===== src/rtl/stream_aligner_pkg.sv =====
// stream_aligner_pkg: shared state encoding and mask helper for the stream aligner
package stream_aligner_pkg;

  typedef enum logic [1:0] {
    IDLE   = 2'd0,
    STREAM = 2'd1,
    FLUSH  = 2'd2
  } state_t;

  // Ones in the low (width - off) bits; off = 0 yields all ones for any width up to 64.
  function automatic logic [64:0] low_mask(input int width, input int off);
    return (65'd1 << (width - off)) - 65'd1;
  endfunction

endpackage


===== src/rtl/stream_aligner_barrier_shifter.sv =====
// barrier_shifter: logarithmic barrel rotator, right or left by DIRECTION
module barrier_shifter #(
  parameter int    WIDTH     = 8,
  parameter string DIRECTION = "R",
  localparam int   SW        = $clog2(WIDTH)
) (
  input  logic [WIDTH-1:0] data,
  input  logic [SW-1:0]    shift,
  output logic [WIDTH-1:0] result
);

  logic [WIDTH-1:0] stage [SW+1];

  assign stage[0] = data;

  // Each stage conditionally rotates by the power of two of its shift bit.
  for (genvar s = 0; s < SW; s++) begin : g_stage
    localparam int K = 1 << s;
    logic [WIDTH-1:0] rot;
    if (DIRECTION == "R") begin : g_r
      assign rot = {stage[s][K-1:0], stage[s][WIDTH-1:K]};
    end else begin : g_l
      assign rot = {stage[s][WIDTH-1-K:0], stage[s][WIDTH-1:WIDTH-K]};
    end
    assign stage[s+1] = shift[s] ? rot : stage[s];
  end

  assign result = stage[SW];

endmodule


===== src/rtl/stream_aligner.sv =====
// stream_aligner: strips a per-packet bit offset and emits word-aligned output words
module stream_aligner
  import stream_aligner_pkg::*;
#(
  parameter int  WIDTH = 8,
  localparam int OW    = $clog2(WIDTH)
) (
  input  logic             clk,
  input  logic             rst_n,
  input  logic [OW-1:0]    cfg_offset,
  input  logic             in_valid,
  output logic             in_ready,
  input  logic [WIDTH-1:0] in_data,
  input  logic             in_last,
  output logic             out_valid,
  input  logic             out_ready,
  output logic [WIDTH-1:0] out_data,
  output logic             out_last
);

  state_t           state;
  logic [OW-1:0]    off_q;
  logic [WIDTH-1:0] prev_q;
  logic [OW-1:0]    shamt;
  logic [WIDTH-1:0] rot;
  logic [WIDTH-1:0] lowmask;
  logic             can_out;
  logic             acc;
  logic             ld_s;
  logic             ld_f;

  // The packet's own offset is not registered yet on its first beat, so IDLE rotates by cfg_offset.
  assign shamt = (state == IDLE) ? cfg_offset : off_q;

  barrier_shifter #(.WIDTH(WIDTH), .DIRECTION("R")) u_rot (
    .data  (in_data),
    .shift (shamt),
    .result(rot)
  );

  assign lowmask = WIDTH'(low_mask(WIDTH, int'(off_q)));
  assign can_out = !out_valid || out_ready;
  assign in_ready = (state == IDLE) ? 1'b1 : (state == STREAM) ? can_out : 1'b0;
  assign acc = in_valid && in_ready;
  assign ld_s = (state == STREAM) && acc;
  assign ld_f = (state == FLUSH) && can_out;

  // Packet sequencing plus the rotated history word that supplies each output's low bits.
  always_ff @(posedge clk or negedge rst_n) begin
    if (!rst_n) begin
      state  <= IDLE;
      off_q  <= '0;
      prev_q <= '0;
    end else begin
      if (state == IDLE && acc) begin
        off_q  <= cfg_offset;
        prev_q <= rot;
        state  <= in_last ? FLUSH : STREAM;
      end
      if (ld_s) begin
        prev_q <= rot;
        if (in_last) state <= FLUSH;
      end
      if (ld_f) state <= IDLE;
    end
  end

  // Single output register; a new load takes priority over the drain of the current word.
  always_ff @(posedge clk or negedge rst_n) begin
    if (!rst_n) begin
      out_valid <= 1'b0;
      out_data  <= '0;
      out_last  <= 1'b0;
    end else if (ld_s || ld_f) begin
      out_valid <= 1'b1;
      out_data  <= ld_f ? (prev_q & lowmask) : ((prev_q & lowmask) | (rot & ~lowmask));
      out_last  <= ld_f;
    end else if (out_ready) begin
      out_valid <= 1'b0;
    end
  end

endmodule


===== config.mk =====
export PLATFORM = sky130hd
export DESIGN_NAME = stream_aligner
export DESIGN_NICKNAME = d
export VERILOG_FILES = /design/src/rtl/stream_aligner_pkg.sv /design/src/rtl/stream_aligner_barrier_shifter.sv /design/src/rtl/stream_aligner.sv
export SDC_FILE = /design/constraint.sdc
export NUM_CORES = 1
export LEC_CHECK = 0
export CAP_MARGIN = 20
export CORE_MARGIN = 4
export CORE_UTILIZATION = 40
export CTS_BUF_LIST = sky130_fd_sc_hd__clkbuf_4 sky130_fd_sc_hd__clkbuf_8
export DETAILED_ROUTE_END_ITERATION = 12
export DONT_BUFFER_PORTS = 1
export HOLD_SLACK_MARGIN = 0.05
export SYNTH_ARGS = -nofsm -noshare
export SYNTH_HDL_FRONTEND = slang
export SYNTH_SLANG_ARGS = --single-unit

===== constraint.sdc =====
create_clock -name clk -period 6.2 [get_ports clk]
set_input_delay 0.62 -clock clk [delete_from_list [all_inputs] [get_ports clk]]
set_output_delay 0.62 -clock clk [all_outputs]
set_load 0.05 [all_outputs]

# After elaboration in Yosys (flattened, before gate mapping)
# Index checks and enable logic that the tools add are counted.
classes:
  mux: 16
  bitwise: 4
  n_addsub: 2
  reduce_logical: 10
  n_eq_ne: 2
  shifts: 1
op_table:
  columns: ["operator", "n"]
  rows:
  - ["$mux 8", 6]
  - ["$shl 1x32->8 const A", 1]
  - ["$and 8x8->8", 2]
  - ["$mux 2", 5]
  - ["$not 8->8", 1]
  - ["$or 8x8->8", 1]
  - ["$sub 8x1->8 const B", 1]
  - ["$sub 4x3->5 const A", 1]
  - ["$logic_and 1x1->1", 4]
  - ["$mux 1", 4]
  - ["$reduce_bool 2->1", 2]
  - ["$mux 3", 1]
  - ["$eq 2x1->1 const B", 1]
  - ["$eq 2x2->1 const B", 1]
  - ["$logic_not 2->1", 1]
  - ["$logic_or 1x1->1", 2]
  - ["$logic_not 1->1", 1]
totals:
  register_bits: 23
  elab_cells: 41
  in_bits: 16

# Logic depth before layout (Yosys ltp)
logic_depth:
  depth_word: 10
  mapped_depth: 7

# Modules after synthesis
# Synthesis repeated with hierarchy kept, for this count alone.
unflattened:
  cells_unflattened: 119
  hier_area_um2: 1471.4
by_module_without_submodules:
  columns: ["module", "instances", "cells_per_inst", "area_each_um2"]
  rows:
  - ["stream_aligner", 1, 100, 1144.8]
  - ["barrier_shifter", 1, 19, 326.6]

# Least setup slack after synthesis
# No wires, ideal clock.
synth_path:
  path_type: "register to output"
  from: "register out_valid"
  to: "output port in_ready"
  t_arrival_ns: 1.581
  path_stages_with_launch: 3
  t_required_ns: 5.580
  path_slack_ns: 3.999
  cell_sequence: "dfrtp_1 nor2b_1 a21oi_1"
synth_between:
  elab_chain_len: 4
synth_rtl:
  columns: ["element", "line_no", "text"]
  rows:
  - ["start: declaration", "stream_aligner.sv:15", "output logic out_valid,"]
  - ["start signal: assignment", "stream_aligner.sv:71", "out_valid <= 1'b0;"]
  - ["start signal: assignment", "stream_aligner.sv:75", "out_valid <= 1'b1;"]
  - ["start signal: assignment", "stream_aligner.sv:79", "out_valid <= 1'b0;"]
  - ["$logic_not 1->1", "stream_aligner.sv:42", "assign can_out = !out_valid || out_ready;"]
  - ["$logic_or 1x1->1", "stream_aligner.sv:42", null]
  - ["$mux 1 (2 in series)", "stream_aligner.sv:43", "assign in_ready = (state == IDLE) ? 1'b1 : (state == STREAM) ? can_out : 1'b0;"]
  - ["end: declaration", "stream_aligner.sv:12", "output logic in_ready,"]
# Every way passes these cells.

# Worst setup path after layout
# Ends and elaborated chain as after synthesis.

==> out/results.txt <==
Initial DRT Pass Iterations - 4
die area - 4570 sq um
CTS tree - built
TritonCTS buffer count - 3
Synth Warn # - 0
Die Span Y - 67.6 microns
crit end category - primary output
global-route wire length before repair - 4.67 mm
largest net degree at the start of global routing - 24
Synth area leaders - dfrtp_1 40%, mux2i_1 17%, nand2_1 7.1%, o311ai_1 3.7%, nand3_1 3.2%
Finished Cell Area - 1440 sq um
EDFF count, synth - 0
Inst Count DP - 176
largest family of logic cells by synthesized area - multiplexers
R2R cell count - 6
most common flop cell mapped by yosys - dfrtp_1
LEAKAGE - 0.663 nW
Synth Cell Area - 1420 sq um
Arrival @ worst endpoint - 1.97 ns
DRC viols - 0
Slew HR - 0.314
placed inst area - 1390 sq um
fin worst setup slack - 3.61 ns
CTS Sinks - 23
syn_nets - 153
grt total ovfl - 0
mux cell area share after synthesis - 0.234
post-synth top area share - 0.405
Fin. Hold Viols - 0
Cells after Synth - 136
H-Tree Depth - 1
non-filler cells in the finished layout - 182
initial antenna violation count - 0
# rows - 21
Fin Clk Skew - 0.0123 ns
final net count - 154
pre-CTS setup slack - 3.95 ns
Root Buffer - clkbuf_4
Vias/cell - 5.37
pwr/cell area - 612 nW/um^2
post-synthesis simple-gate area fraction - 0.160
Power Total - 0.000880 W
DR iter-0 viols - 44
Tcrit/Tclk final - 0.418
status - finished clean
die width - 67.6 microns
CTS clock-pin slew for the worst setup and hold paths - 0.14 ns
hold path depth - 1
Max-Cap Viols - 0
Ports - 27
ant diodes - 0
post-synthesis sequential area ratio - 0.405
cell taking the most area after synthesis - dfrtp_1
required time of the critical path - 5.58 ns
Synth cell types - 29
Initial Utilization - 0.419
synthesized flop and latch total - 23
routed len/inst - 15.3 microns
Global Route Usage Sum - 0.137
Worst-Skew Late Latency - 0.31 ns
routability cong. - 0.748
Fmax - 386 MHz
hold crit path type - in -> reg
Max rail drop VDD - 0.000244 V
postcts setup bufs - 0
Setup Crit Path Kind - reg -> out
Reg2Reg Launch Point - state[0]
vias - 978
Synth Area in Compound Gates - 0.116
Slew @ Worst Pin - 1.03 ns
Area growth, synth to finish - 1.23%
unrepaired setup endpoints after global routing - no
Final setup viols - 0
Final ANT Viol Nets - 0
min-delay src - cfg_offset[2]
worst r2r dst - prev_q[4]
hold path endpoint - off_q[2]
crit path max fanout - 4
share of layout cells above drive strength 1 - 0.110
Synth Area in Adders - 0.00880
DP Wirelength - 2.18 mm
minimum clock period - 2.59 ns
Buffers on Ports - 0
vias in the first global route - 987
core area - 3390 sq um
WL final - 2.78 mm
Final Max Tran Viols - 0
Async S/R FF share, synth - 1.00
Setup TNS - 0 ns
CTS max path bufs - 2
R2R setup slack - 4.01 ns
CP startpoint kind - flip-flop
Avg Cell Area, Syn - 10.5 sq um
Post-Synth XOR/XNOR Area - 0
==> power breakdown <==
part | leakage, nW | total [W] | switching [W] | internal (W)
logic | 0.360 | 0.000424 | 0.000242 | 0.000182
clock network | 0.0177 | 0.0000700 | 0.0000459 | 0.0000241
registers | 0.286 | 0.000386 | 0.000169 | 0.000217
==> flip-flops by register name, indices dropped and copies added, names as in the netlist <==
name	count
off_q	3
prev_q	8
out_data	8
state	2
out_valid	1
out_last	1
==> critical path, cell delays in order, from the launching register on <==
cell     delay, ns
dfrtp_1       0.58
nor2b_1       0.26
a21oi_1       0.83
==> cells by family after synthesis <==
family	Yosys count
flops	23
fa+ha+maj	1
mux	30
compound gates	24
other cells	1
simple gates	48
buf+inv	9
==> metal layers <==
layer	vias to the layer above	track usage	share of wire
met2	18	0.221	0.47
met3	2	0.0333	0.047
met4	0	0.0608	0.0097
li1	487	-	-
met5	-	0	0
met1	471	0.171	0.47
==> through the flow <==
step | hold WS, ns | utilization
2_1_floorplan | 0.324 | -
3_3_place_gp | 0.325 | 0.409
3_5_place_dp | 0.325 | 0.409
4_1_cts | 0.437 | 0.420
5_1_grt | 0.428 | 0.425
6_report | 0.444 | 0.425
==> how the worst max path moves through the flow <==
stage / start / endpoint / slack, ns / depth (start not counted)
6_report: out_valid / in_ready / 3.61 / 2
3_3_place_gp: out_valid / in_ready / 3.95 / 2
4_1_cts: out_valid / in_ready / 3.58 / 2
3_5_place_dp: out_valid / in_ready / 3.95 / 2
2_1_floorplan: out_valid / in_ready / 4.00 / 2
5_1_grt: out_valid / in_ready / 3.54 / 2
==> synthesized netlist by cell type (2+ instances only) <==
library cell / number
nand3_1: 9
a31oi_1: 2
inv_1: 3
a21oi_1: 4
o21ai_0: 9
clkbuf_8: 3
nor2_1: 5
mux2i_1: 24
mux2_2: 3
nand2_1: 27
o311ai_1: 6
dfrtp_1: 23
mux2i_4: 2
==> layout make-up <==
| class | instances | area [sq um] |
|---|---|---|
| tap | 46 | 57.6 |
| sequential | 23 | 576 |
| inverter | 3 | 11.3 |
| multi-input combinational | 104 | 742 |
| clock buffer | 3 | 22.5 |
| clock inverter | 1 | 5.00 |
| fill | 335 | 1950 |
| timing repair buffer | 2 | 25.0 |
==> placed cells by master (no fill, tap or decap), types with 3 or more instances in the layout <==
cell and instances:
a21oi_1 4, clkbuf_4 3, dfrtp_1 23, inv_1 3, mux2_2 3, mux2i_1 24
nand2_1 27, nand3_1 9, nor2_1 5, o21ai_0 9, o311ai_1 6
==> repair_timing <==
item	CTS	global route
hold endpoints to repair	23	0
gates resized for setup	0	0
hold buffers	1	0
Power figures use the tool's default switching activity.
==> RTL change, RTL diff (same settings) <==
Add an input register stage for `cfg_offset`; this delays it by one clock. The other inputs are not delayed to match. Comments in the files are not updated.
--- a/src/rtl/stream_aligner.sv
+++ b/src/rtl/stream_aligner.sv
@@ -20,2 +20,8 @@
 
+  logic [OW-1:0] cfg_offset_q;
+
+  always_ff @(posedge clk) begin
+    cfg_offset_q <= cfg_offset;
+  end
+
   state_t           state;
@@ -32,3 +38,3 @@
   // The packet's own offset is not registered yet on its first beat, so IDLE rotates by cfg_offset.
-  assign shamt = (state == IDLE) ? cfg_offset : off_q;
+  assign shamt = (state == IDLE) ? cfg_offset_q : off_q;
 
@@ -55,3 +61,3 @@
       if (state == IDLE && acc) begin
-        off_q  <= cfg_offset;
+        off_q  <= cfg_offset_q;
         prev_q <= rot;
Behaviour: not the same (a bounded check fails within 4 cycles, from zero or initial values and one cycle with rst_n low).
==> RTL change against the unedited design <==
Wire length decreased by 4.4%. Global-route usage fell by 0.72 points. Die area down 1.8%. Via count grew 0.72%. Synthesized area decreased by 2.0%. Combinational power decreased by 5.0%. Sequential power increased by 3%. Non-clock buffer count unchanged. Highest routed layer unchanged. Setup slack got worse by 0.060 ns. Power is essentially flat. Critical path type unchanged. Final area rose by 1.8%. Maximum frequency is 2.3% lower. Sequential cell count grew 3.
==> RTL change: results (changes against the unedited design) <==
Parameter                              Value

Finish
  Fraction of final layout cells with drive strength greater than 1 ... 10.1% (-0.88 points)
  Registers with the most flip-flops ... out_data: 8 flops, prev_q: 8 flops

GRT
  Vias in the first global route ... 980 (-0.71%)
  Total GRT Usage ... 12.9% (-0.72 points)
  Global-route wire length before repair ... 4.40 mm (-5.9%)

Route
  Number of vias in the routed layout ... 985 (+0.72%)
  Number of search-and-repair iterations in the first detailed-routing pass ... 3 (-1)
  Detail-routed via count per cell ... 5.35 (-0.38%)
  WL per Instance ... 14.5 µm (-5.4%)
  Number of DRC markers in iteration 0 ... 32 (-27%)

Setup path
  Crit-path max FO ... 9 (+5)
  Register-to-Register Path Depth ... 5 (-1)
  Reg-to-reg setup timing slack ... 3.86 ns (-0.15 ns)
  Critical R2R Launch ... state[1]
  R2R Path End ... out_data[5]

Synthesis
  Leading cell types by count after synthesis ... sky130_fd_sc_hd__nand2_1, sky130_fd_sc_hd__dfrtp_1, sky130_fd_sc_hd__mux2i_1
  Fraction of the yosys area taken by sequential cells ... 45.6% (+5.1 points)
  Compound-gate portion of the synthesized area ... 11.6% (-0.029 points)
  Top post-synthesis cells by area ... sky130_fd_sc_hd__dfrtp_1, sky130_fd_sc_hd__mux2i_1, sky130_fd_sc_hd__nand2_1, sky130_fd_sc_hd__o311ai_1, sky130_fd_sc_hd__dfxtp_1
  Post-synthesis share of cell area spent on full adders, half adders and majority gates ... 0.898% (+0.018 points)
  Fraction of synthesized area in multiplexers ... 23.2% (-0.23 points)
  Net count after synthesis ... 159 (+3.9%)
  Fraction of registers with async set or reset after synthesis ... 88.5% (-12 points)
  Yosys warning count ... 0 (unchanged)

Placed design
  Post-DP HPWL ... 2.08 mm (-4.5%)
  Routability congestion estimate ... 0.731 (-2.3%)

Run status
  Outcome ... completed

Hold path
  End point of the worst hold path ... cfg_offset_q[2]
  Cell count of the worst hold path ... 0 (-1)
  Worst hold start ... cfg_offset[2]

Pwr
  IR Drop Worst-Case VDD ... 157 µV (-36%)
  Cell leakage power ... 0.656 nW (-1.1%)

CTS
  Number of post-CTS setup repair buffers ... 0 (unchanged)

STA
  Least-Margin Pin Slew ... 1.02 ns (-0.00730 ns)
  Final worst clock skew ... 0.0122 ns (-0.000170 ns)
RTL change: cell families after synthesis:
kind of cell	count (synthesis)
multiplexers	30
other	1
adder cells (fa/ha/maj)	1
AND/OR/NAND/NOR	48
buffers and inverters	11
AO/OA/AOI/OAI	25
flip-flops	26
RTL change: worst max-delay path by stage:
stage          startpoint  slack, ns  cells past startpoint        to
2_1_floorplan   out_valid       3.87                      3  in_ready
3_3_place_gp    out_valid       3.90                      2  in_ready
3_5_place_dp    out_valid       3.89                      2  in_ready
4_1_cts         out_valid       3.52                      2  in_ready
5_1_grt         out_valid       3.45                      2  in_ready
6_report        out_valid       3.55                      2  in_ready
RTL change: timing repair:
| action | in CTS | in global routing |
|---|---|---|
| hold buffers | 1 | 0 |
| gates resized for setup | 0 | 0 |
| hold endpoints to repair | 23 | 0 |
RTL change: area by class of cell:
class / instances / area (µm²)
fill: 365 / 1870
multi-input combinational: 105 / 713
sequential: 26 / 636
tap: 46 / 57.6
clock buffer: 4 / 30.0
timing repair buffer: 2 / 25.0
inverter: 1 / 3.75
RTL change: worst max-delay path, cell delays in order (launching register included):
cell	delay, ns
sky130_fd_sc_hd__dfrtp_1	0.58
sky130_fd_sc_hd__nor2b_1	0.30
sky130_fd_sc_hd__a21oi_1	0.84
RTL change: metrics by stage:
| step | hold WS [ns] | instances | worst slack, ns | area (µm²) | utilization (%) |
|---|---|---|---|---|---|
| after floorplan | 0.324 | 142 | 3.87 | 1390 | - |
| after global placement | 0.325 | 178 | 3.90 | 1410 | 42.3 |
| after detailed placement | 0.325 | 178 | 3.89 | 1410 | 42.3 |
| after CTS | 0.306 | 183 | 3.52 | 1450 | 43.5 |
| after global routing | 0.285 | 184 | 3.45 | 1470 | 43.9 |
| final | 0.319 | 184 | 3.55 | 1470 | 43.9 |
RTL change: routing by layer:
| metal | global-route usage (%) | share of wire, % | vias up |
|---|---|---|---|
| li1 | - | - | 493 |
| met1 | 15.9 | 48 | 471 |
| met2 | 21.0 | 46 | 19 |
| met3 | 3.20 | 4.8 | 2 |
| met4 | 6.08 | 1.2 | 0 |
| met5 | 0 | 0 | - |
RTL change: where the power goes:
part | switching [mW] | internal [mW] | total [mW]
combinational | 0.230 | 0.173 | 0.403
clock | 0.0502 | 0.0295 | 0.0797
sequential | 0.160 | 0.237 | 0.397
total | 0.440 | 0.440 | 0.881
